### config.mk
export PLATFORM = sky130hd
export DESIGN_NAME = shift_register_piso
export DESIGN_NICKNAME = d
export VERILOG_FILES = /design/src/rtl/shift_pkg.sv /design/src/rtl/shift_register_piso.sv
export SDC_FILE = /design/constraint.sdc
export NUM_CORES = 1
export LEC_CHECK = 0
export CAP_MARGIN = 10
export CORE_AREA = 3 3 40 42
export DETAILED_ROUTE_END_ITERATION = 8
export DIE_AREA = 0 0 43 45
export GPL_TIMING_DRIVEN = 0
export MAX_ROUTING_LAYER = met4
export PLACE_DENSITY = 0.9
export SETUP_SLACK_MARGIN = 0.3
export SYNTH_ARGS = -nofsm -noshare
export SYNTH_HDL_FRONTEND = slang
export SYNTH_SLANG_ARGS = --single-unit
### constraint.sdc
create_clock -name C -period 4.4 [get_ports C]
set_input_delay 1.32 -clock C [delete_from_list [all_inputs] [get_ports C]]
set_output_delay 1.32 -clock C [all_outputs]
set_load 0.1 [all_outputs]
### src/rtl/shift_pkg.sv
// Shared definitions for the shift-register family.
// FSM encodings and default word width.
`timescale 1ns/1ps
package shift_pkg;

    typedef enum logic {
        IDLE  = 1'b0,
        SHIFT = 1'b1
    } state_e;

    localparam int WIDTH_DEF = 8;

endpackage

### src/rtl/shift_register_piso.sv
// Parallel-in serial-out shifter, MSB first.
// Back-to-back words, outputs decoded from flops only.
`timescale 1ns/1ps
module shift_register_piso
    import shift_pkg::*;
#(
    parameter int WIDTH = WIDTH_DEF
) (
    input  logic             C,
    input  logic             CLR_N,
    input  logic [WIDTH-1:0] PI,
    input  logic             LOAD,
    output logic             READY,
    output logic             SO,
    output logic             SO_VALID,
    output logic             DONE
);

    localparam int CW = $clog2(WIDTH);
    localparam logic [CW-1:0] CNT_TOP = CW'(WIDTH - 1);

    state_e           state_q, state_d;
    logic [WIDTH-1:0] sreg_q, sreg_d;
    logic [CW-1:0]    cnt_q, cnt_d;

    logic last_bit;

    assign last_bit = (cnt_q == '0);

    // State, shifter and counter registers with synchronous clear.
    always_ff @(posedge C) begin
        if (!CLR_N) begin
            state_q <= IDLE;
            sreg_q  <= '0;
            cnt_q   <= '0;
        end else begin
            state_q <= state_d;
            sreg_q  <= sreg_d;
            cnt_q   <= cnt_d;
        end
    end

    // Next-state: accept, shift, reload on the last bit, or drop to idle.
    always_comb begin
        state_d = state_q;
        sreg_d  = sreg_q;
        cnt_d   = cnt_q;
        unique case (state_q)
            IDLE: begin
                if (LOAD) begin
                    sreg_d  = PI;
                    cnt_d   = CNT_TOP;
                    state_d = SHIFT;
                end
            end
            SHIFT: begin
                if (!last_bit) begin
                    sreg_d = {sreg_q[WIDTH-2:0], 1'b0};
                    cnt_d  = cnt_q - CW'(1);
                end else if (LOAD) begin
                    sreg_d = PI;
                    cnt_d  = CNT_TOP;
                end else begin
                    sreg_d  = '0;
                    state_d = IDLE;
                end
            end
        endcase
    end

    // Outputs come only from registered state.
    always_comb begin
        SO_VALID = (state_q == SHIFT);
        SO       = SO_VALID && sreg_q[WIDTH-1];
        DONE     = SO_VALID && last_bit;
        READY    = !SO_VALID || last_bit;
    end

endmodule
==> reports/qor.yml, run 1 <==
run_status:
  status: "completed"
clock_tree:
  clk_pin_slew_worst_paths_ns: 0.09
  cts_max_level: 1
  ctsLongestPathBuffers: 2
  cts_tree: "done"
  postCtsSetupBuffers: 0
  cts_inserted_buffers: 3
  cts_resized: 0
  holdBufCountCts: 0
  cts-root-buf: "clkbuf_4"
  insertion_delay_ns: 0.28
  cts_num_sinks: 12
final_layout:
  syn2layout_area_growth_pct: 30.2
  fillers: 108
  final_cell_mix: "clkdlybuf4s50_1 (14), dfxtp_1 (12), inv_1 (12), nand2_1 (8), o21ai_0 (8)"
  fin_util_pct: 65.5
  final_common_cell: "clkdlybuf4s50_1"
  fin_nets: 103
  diodes: 0
  layout-drive-gt1-share_pct: 19.1
critical_path:
  cp.arrival_ns: 2.61
  crit_path_start: "cnt_q[0]"
  critPathLaunchType: "flip-flop"
  r2r_setup_slack_ns: 2.89
  end_kind: "primary output"
  path_class: "reg2out"
  required_ns: 3.08
  r2r_end: "sreg_q[2]"
  reg2regPathDepth: 6
  r2r_start: "cnt_q[0]"
  crit_path_max_fanout: 10
synthesis:
  synth.distinct_cells: 21
  synth_edf_count: 0
  synthFlopType: "dfxtp_1"
  avgSynthCellArea_um2: 9.11
  synth.net_count: 84
  synth_cells: 71
  synthArstFlopShare_pct: 0
  ys_ff_latch: 12
  yosys-top-cells-area: "dfxtp_1 (37%), a221oi_2 (16%), inv_1 (7.0%), o21ai_0 (6.2%), nand2_1 (4.6%)"
  synth-seq-area-share_pct: 37.1
  synth_warnings: 0
  synth_top_cell_by_area: "dfxtp_1"
  syn_area_um2: 647
  synth_top_area_share_pct: 37.1
timing:
  fmax_mhz: 254
  hold_violations: 0
  setup_violations: 0
  min_period_over_period_pct: 89.3
  fin_skew_ns: 0.00975
  fin_tns_setup_ns: 0
  rsz0062_at_grt: "no"
  slew_viol_final: 0
  hold_ws_ns: 0.468
  min_period_ns: 3.93
  slew_headroom_pct: 35.5
  tightest_slew_ns: 0.964
min_path:
  hold_end: "sreg_q[4]"
  holdCritPathClass: "reg2reg"
  hp-start: "sreg_q[3]"
  min_path_cells: 2
global_routing:
  grt_max_degree: 11
  antenna_found_initial: 0
  grt_pass1_wl_um: 2310
  gr-total-overflow: 0
  track_usage_pct: 17.6
  grt_pass1_vias: 561
floorplan:
  rows: 13
  fp.dieH_um: 45
  placeableCoreArea_um2: 1280
  start_util_pct: 50.3
  num_io_pins: 15
  dieArea_um2: 1940
  die_x_um: 43
drt:
  vias: 568
  ant_nets: 0
  drt-initial-drc-count: 10
  drc: 0
  first_pass_iters: 4
  avgViaCountPerCell: 5.46
  wl_per_cell_um: 12.7
  wl_um: 1320
placed_design:
  gp_congestion: 0.717
  numPortBuffers: 14
  dpl.hpwl_um: 957
power:
  power_density_nw_per_um2: 362
  power.leakage_nw: 0.342
  ir_worst_vdd_mv: 0.212
flow_run:
  drv_cap: 0
[Yosys cell counts (all sizes together) (2+ instances only)]
cell and number:
dfxtp 12, inv 12, nand2 8, o21ai 8, a221oi 7, nor2 3, a211oi 2, a21oi 2
and2 2, buf 2, clkbuf 2, ha 2, o21a 2
[where the power goes]
group	switching [W]	internal [W]	total, W
sequential	0.00000716	0.000119	0.000127
combinational	0.0000524	0.0000348	0.0000872
clock	0.0000408	0.0000504	0.0000912
[cells by family (layout without fill, tap and decap cells)]
family | Yosys count | in the layout | synth area share, %
simple gates | 17 | 17 | 13.3
compound gates | 24 | 24 | 34.6
flops | 12 | 12 | 37.1
buf+inv | 16 | 34 | 11.0
fa+ha+maj | 2 | 2 | 3.87
[metal layers]
metal	vias to the layer above	routed length, um	GRT usage, %
li1	281	-	-
met1	267	605	17.4
met5	-	0	-
met2	15	599	28.7
met4	0	38	12.7
met3	5	78	6.37
[registers in the layout (all words and copies together), names as in the netlist]
signal    flops
sreg_q        8
cnt_q         3
SO_VALID      1
[worst max-delay path, stage by stage, from the launching register on]
cell and delay [ns]:
dfxtp_1 0.33, inv_1 0.08, ha_1 0.23, nand2b_4 0.10
and2_2 0.21, buf_4 0.19, inv_1 0.06, clkdlybuf4s50_1 1.12
[cell type report]
type                    instances  area (um2)  area share, %
repair buffers                 14         140           16.6
inverters                      12        45.0           5.35
plain buffers                   4        26.3           3.12
flip-flops and latches         12         240           28.5
multi-input cells              43         335           39.8
well taps                      15        18.8           2.23
clock buffers                   4        36.3           4.31
[stage by stage]
| stage | total power (W) | worst slack, ns | area (um2) | cells |
|---|---|---|---|---|
| 5_1_grt | 0.000319 | 0.369 | 842 | 104 |
| 3_5_place_dp | 0.000216 | 0.780 | 806 | 100 |
| 4_1_cts | 0.000306 | 0.465 | 842 | 104 |
| 3_3_place_gp | 0.000214 | 0.797 | 806 | 100 |
| 6_report | 0.000305 | 0.470 | 842 | 104 |
| 2_1_floorplan | 0.000193 | 0.540 | 647 | 71 |
[worst max-delay path by stage]
stage | end | slack (ns) | depth (start not counted)
final | READY | 0.47 | 7
after global placement | READY | 0.80 | 7
after floorplan | DONE | 0.54 | 2
after detailed placement | READY | 0.78 | 7
after global routing | READY | 0.37 | 7
after CTS | READY | 0.46 | 7
No activity file was read; power rests on OpenSTA's default activity.
==> inputs of run 2 (changes only) <==
--- a/config.mk
+++ b/config.mk
@@ -9,7 +9,6 @@
 export CORE_AREA = 3 3 40 42
 export DETAILED_ROUTE_END_ITERATION = 8
 export DIE_AREA = 0 0 43 45
-export GPL_TIMING_DRIVEN = 0
 export MAX_ROUTING_LAYER = met4
 export PLACE_DENSITY = 0.9
 export SETUP_SLACK_MARGIN = 0.3
==> reports/qor.yml, run 2 (same netlist as run 1, synthesis figures left out) <==
final_layout:
  syn2layout_area_growth_pct: 25.3
  diodes: 0
  regMostFlops: "sreg_q"
  layout-drive-gt1-share_pct: 20.0
  final_cells: 100
  fin_area_um2: 811
  fin_util_pct: 63.1
  largest_register_ffs: 8
  final_cell_mix: "dfxtp_1 (12), inv_1 (12), clkdlybuf4s50_1 (12), nand2_1 (8), o21ai_0 (8)"
  fin_nets: 99
timing:
  hold_violations: 0
  min_period_ns: 3.41
  slew_viol_final: 0
  tightest_slew_ns: 0.962
  slew_headroom_pct: 35.6
  setup_violations: 0
  fin_skew_ns: 0.0100
  rsz0062_at_grt: "no"
  fin_tns_setup_ns: 0
  min_period_over_period_pct: 77.5
  fmax_mhz: 293
drt:
  wl_um: 1230
  met1_length_um: 535
  first_pass_iters: 4
  avgViaCountPerCell: 5.32
  top_layer: "met4"
  wl_met3_um: 99
  drt-initial-drc-count: 10
  drc: 0
  routed-wl-met2_um: 587
  wl_per_cell_um: 12.3
  ant_nets: 0
  vias: 532
critical_path:
  cp.arrival_ns: 2.09
  critPathLaunchType: "flip-flop"
  end_kind: "primary output"
  required_ns: 3.08
  path_class: "reg2out"
  crit_path_max_fanout: 9
placed_design:
  numPortBuffers: 14
  dpl.cell_count: 96
  place_area_um2: 774
  gp_congestion: 0.785
  dpl.hpwl_um: 903
global_routing:
  track_usage_pct: 15.0
  grt_pass1_wl_um: 2080
  gr-total-overflow: 0
  grt_max_degree: 14
  antenna_found_initial: 0
  grt_pass1_vias: 515
floorplan:
  dieArea_um2: 1940
  fp.dieH_um: 45
  placeableCoreArea_um2: 1280
  num_io_pins: 15
  start_util_pct: 50.3
  die_x_um: 43
  rows: 13
flow_run:
  drv_cap: 0
power:
  switching_share_pct: 32.3
  ir_worst_vdd_mv: 0.342
  p_seq_share_pct: 42.5
  p_int_w: 0.000201
  p_comb_share_pct: 27.9
  power.switching_w: 0.0000959
  power_density_nw_per_um2: 367
  pwr-share-clk_pct: 29.6
  power.leakage_nw: 0.330
clock_tree:
  cts_inserted_buffers: 3
  postCtsSetupBuffers: 0
  holdBufCountCts: 0
  cts_max_level: 1
  cts_num_sinks: 12
  ctsLongestPathBuffers: 2
  insertion_delay_ns: 0.28
  clk_pin_slew_worst_paths_ns: 0.08
  cts_tree: "done"
  cts_resized: 0
  cts-root-buf: "clkbuf_4"
min_path:
  holdCritPathClass: "reg2reg"
run_status:
  status: "completed"
## run 2: cell types whose count changed in the layout (fill, tap and decap cells not counted), sizes merged
cell / previous run / this run
clkbuf: 6 / 4
clkdlybuf4s50: 14 / 12
## run 2: power by group through the flow
stage           logic, W  clock network, W  registers, W
2_1_floorplan  0.0000603                 0      0.000132
3_3_place_gp   0.0000818                 0      0.000128
3_5_place_dp   0.0000838                 0      0.000129
4_1_cts        0.0000837         0.0000919      0.000126
5_1_grt        0.0000898         0.0000973      0.000128
6_report       0.0000830         0.0000880      0.000126
## run 2: worst max-delay path: stages, from the launching register on
cell and delay [ns]:
dfxtp_1 0.50, and2_2 0.19, clkdlybuf4s50_1 1.12
## run 2: cell type report
class	count	area, um2
well taps	15	18.8
fillers	122	474
inverters	12	45.0
clock buffers	4	36.3
multi-input cells	43	335
flip-flops and latches	12	240
repair buffers	14	135
## run 2: path summary, 6_finish.rpt
| path | start | endpoint | slack, ns | cells after the start |
|---|---|---|---|---|
| worst max register to register | cnt_q[0] | cnt_q[1] | 2.91 | 5 |
| worst max-delay path | SO_VALID | SO | 0.99 | 2 |
| worst min register to register | sreg_q[2] | sreg_q[3] | 0.46 | 2 |
| worst min-delay path | sreg_q[2] | sreg_q[3] | 0.46 | 2 |
## run 2: metrics by stage
step / hold slack (ns) / worst slack [ns] / total power [W]
after floorplan: 0.434 / 0.540 / 0.000193
after global placement: 0.449 / 1.31 / 0.000210
after detailed placement: 0.455 / 1.29 / 0.000212
after CTS: 0.466 / 0.978 / 0.000302
after global routing: 0.475 / 0.909 / 0.000315
final: 0.462 / 0.989 / 0.000297
## run 2: layer usage
metal,track usage [%],vias to the layer above
li1,-,273
met1,16.3,237
met2,25.7,20
met3,7.17,2
met4,1.81,0
met5,-,-
==> inputs of run 3 (changes only) <==
--- a/config.mk
+++ b/config.mk
@@ -6,11 +6,11 @@
 export NUM_CORES = 1
 export LEC_CHECK = 0
 export CAP_MARGIN = 10
-export CORE_AREA = 3 3 40 42
+export CORE_MARGIN = 3
+export CORE_UTILIZATION = 42
 export DETAILED_ROUTE_END_ITERATION = 8
-export DIE_AREA = 0 0 43 45
 export MAX_ROUTING_LAYER = met4
-export PLACE_DENSITY = 0.9
+export PLACE_DENSITY = 0.84
 export SETUP_SLACK_MARGIN = 0.3
 export SYNTH_ARGS = -nofsm -noshare
 export SYNTH_HDL_FRONTEND = slang
==> constraint.sdc (replaced) <==
create_clock -name C -period 3.1 [get_ports C]
set_input_delay 0.93 -clock C [delete_from_list [all_inputs] [get_ports C]]
set_output_delay 0.93 -clock C [all_outputs]
set_load 0.1 [all_outputs]
==> reports/qor.yml, run 3 (same netlist as run 1, synthesis figures left out) <==
power:
  power_density_nw_per_um2: 486
  ir_worst_vdd_mv: 0.309
  power.leakage_nw: 0.337
critical_path:
  crit_path_top_delay_cell: "dfxtp_1"
  end_kind: "primary output"
  reg2regPathDepth: 5
  worstPathCellList: "inv_1, ha_1, nand2b_4, and2_2, inv_1, buf_12"
  r2r_end: "cnt_q[1]"
  crit_path_max_fanout: 11
  worst-path-buf-inv: 3
  cpMostUsedCell: "inv_1"
  path_class: "reg2out"
  required_ns: 2.17
  crit_path_max_incr_delay_ns: 0.35
  critPathLaunchType: "flip-flop"
  r2r_setup_slack_ns: 1.61
  cp.arrival_ns: 1.74
  critPathTopFamily: "simple AND/OR/NAND/NOR gates"
  r2r_start: "cnt_q[0]"
final_layout:
  syn2layout_area_growth_pct: 26.9
  regMostFlops: "sreg_q"
  fin_util_pct: 60.1
  fin_nets: 100
  layout-drive-gt1-share_pct: 24.7
  multi_input_area_um2: 343
  final_common_cell: "inv_1"
  seq_area_um2: 241
  fillers: 134
  diodes: 0
  final_cell_mix: "inv_1 (12), dfxtp_1 (11), clkdlybuf4s50_1 (10), nand2_1 (8), o21ai_0 (8)"
  largest_register_ffs: 8
drt:
  drc: 0
  wl_per_cell_um: 12.7
  wl_um: 1270
  ant_nets: 0
  avgViaCountPerCell: 5.28
  first_pass_iters: 4
  vias: 528
  drt-initial-drc-count: 3
placed_design:
  dpl.hpwl_um: 963
  gp_congestion: 0.758
  numPortBuffers: 14
global_routing:
  grt_pass1_wl_um: 2130
  gr-total-overflow: 0
  antenna_found_initial: 0
  track_usage_pct: 14.8
  grt_pass1_vias: 511
  grt_max_degree: 13
flow_run:
  drv_cap: 0
timing:
  fin_skew_ns: 0.00753
  slew_viol_final: 0
  tightest_slew_ns: 0.356
  rsz0062_at_grt: "no"
  hold_violations: 0
  fmax_mhz: 375
  fin_tns_setup_ns: 0
  setup_violations: 0
  min_period_over_period_pct: 86.1
  min_period_ns: 2.67
  slew_headroom_pct: 76.2
min_path:
  min_path_cells: 2
  hp-start: "sreg_q[5]"
  hold_end: "sreg_q[6]"
  holdCritPathClass: "reg2reg"
clock_tree:
  cts_max_level: 1
  cts_inserted_buffers: 3
  cts_tree: "done"
  clk_pin_slew_worst_paths_ns: 0.07
  cts_resized: 0
  ctsLongestPathBuffers: 2
  cts_num_sinks: 12
  postCtsSetupBuffers: 0
  holdBufCountCts: 0
  cts-root-buf: "clkbuf_4"
  insertion_delay_ns: 0.27
floorplan:
  die_x_um: 45.2
  num_io_pins: 15
  start_util_pct: 47.3
  placeableCoreArea_um2: 1370
  dieArea_um2: 2050
  rows: 13
  fp.dieH_um: 45.2
run_status:
  status: "completed"
## run 3: per-layer routing
layer | up-vias | share of wire [%] | global-route usage [%]
li1 | 275 | - | -
met1 | 236 | 44 | 16.2
met2 | 15 | 49 | 24.9
met3 | 2 | 6.1 | 4.78
met4 | 0 | 0.79 | 5.26
met5 | - | 0 | -
## run 3: tightest hold or removal path, cell delays in order, from the launching register on
cell	delay [ns]
dfxtp_1	0.31
inv_1	0.06
a221oi_2	0.05
## run 3: cell type report
cell class | instances | area share (%)
Clock buffer | 3 | 2.74
Inverter | 12 | 5.49
Multi-Input combinational cell | 43 | 41.8
Sequential cell | 12 | 29.4
Tap cell | 15 | 2.29
Timing Repair Buffer | 15 | 18.3
## run 3: how the worst max path moves through the flow
stage | from | endpoint | slack [ns] | depth (start not counted)
2_1_floorplan | cnt_q[0] | READY | 0.51 | 6
3_3_place_gp | cnt_q[0] | READY | 0.76 | 6
3_5_place_dp | cnt_q[0] | READY | 0.70 | 6
4_1_cts | cnt_q[0] | READY | 0.39 | 6
5_1_grt | cnt_q[0] | READY | 0.31 | 6
6_report | cnt_q[0] | READY | 0.43 | 6
## run 3: through the flow
step	worst slack, ns	instances	total power [W]	hold slack [ns]	cell area (um2)
5_1_grt	0.315	100	0.000422	0.479	821
6_report	0.431	100	0.000399	0.457	821
3_3_place_gp	0.763	97	0.000305	0.447	798
3_5_place_dp	0.704	97	0.000309	0.449	798
2_1_floorplan	0.513	71	0.000276	0.434	656
4_1_cts	0.395	100	0.000406	0.459	821
## run 3: power by group
group	internal, W	switching [W]	leakage (nW)	total (W)
Sequential	0.000170	0.00000988	0.0999	0.000180
Combinational	0.0000490	0.0000753	0.223	0.000124
Clock	0.0000450	0.0000497	0.0138	0.0000947
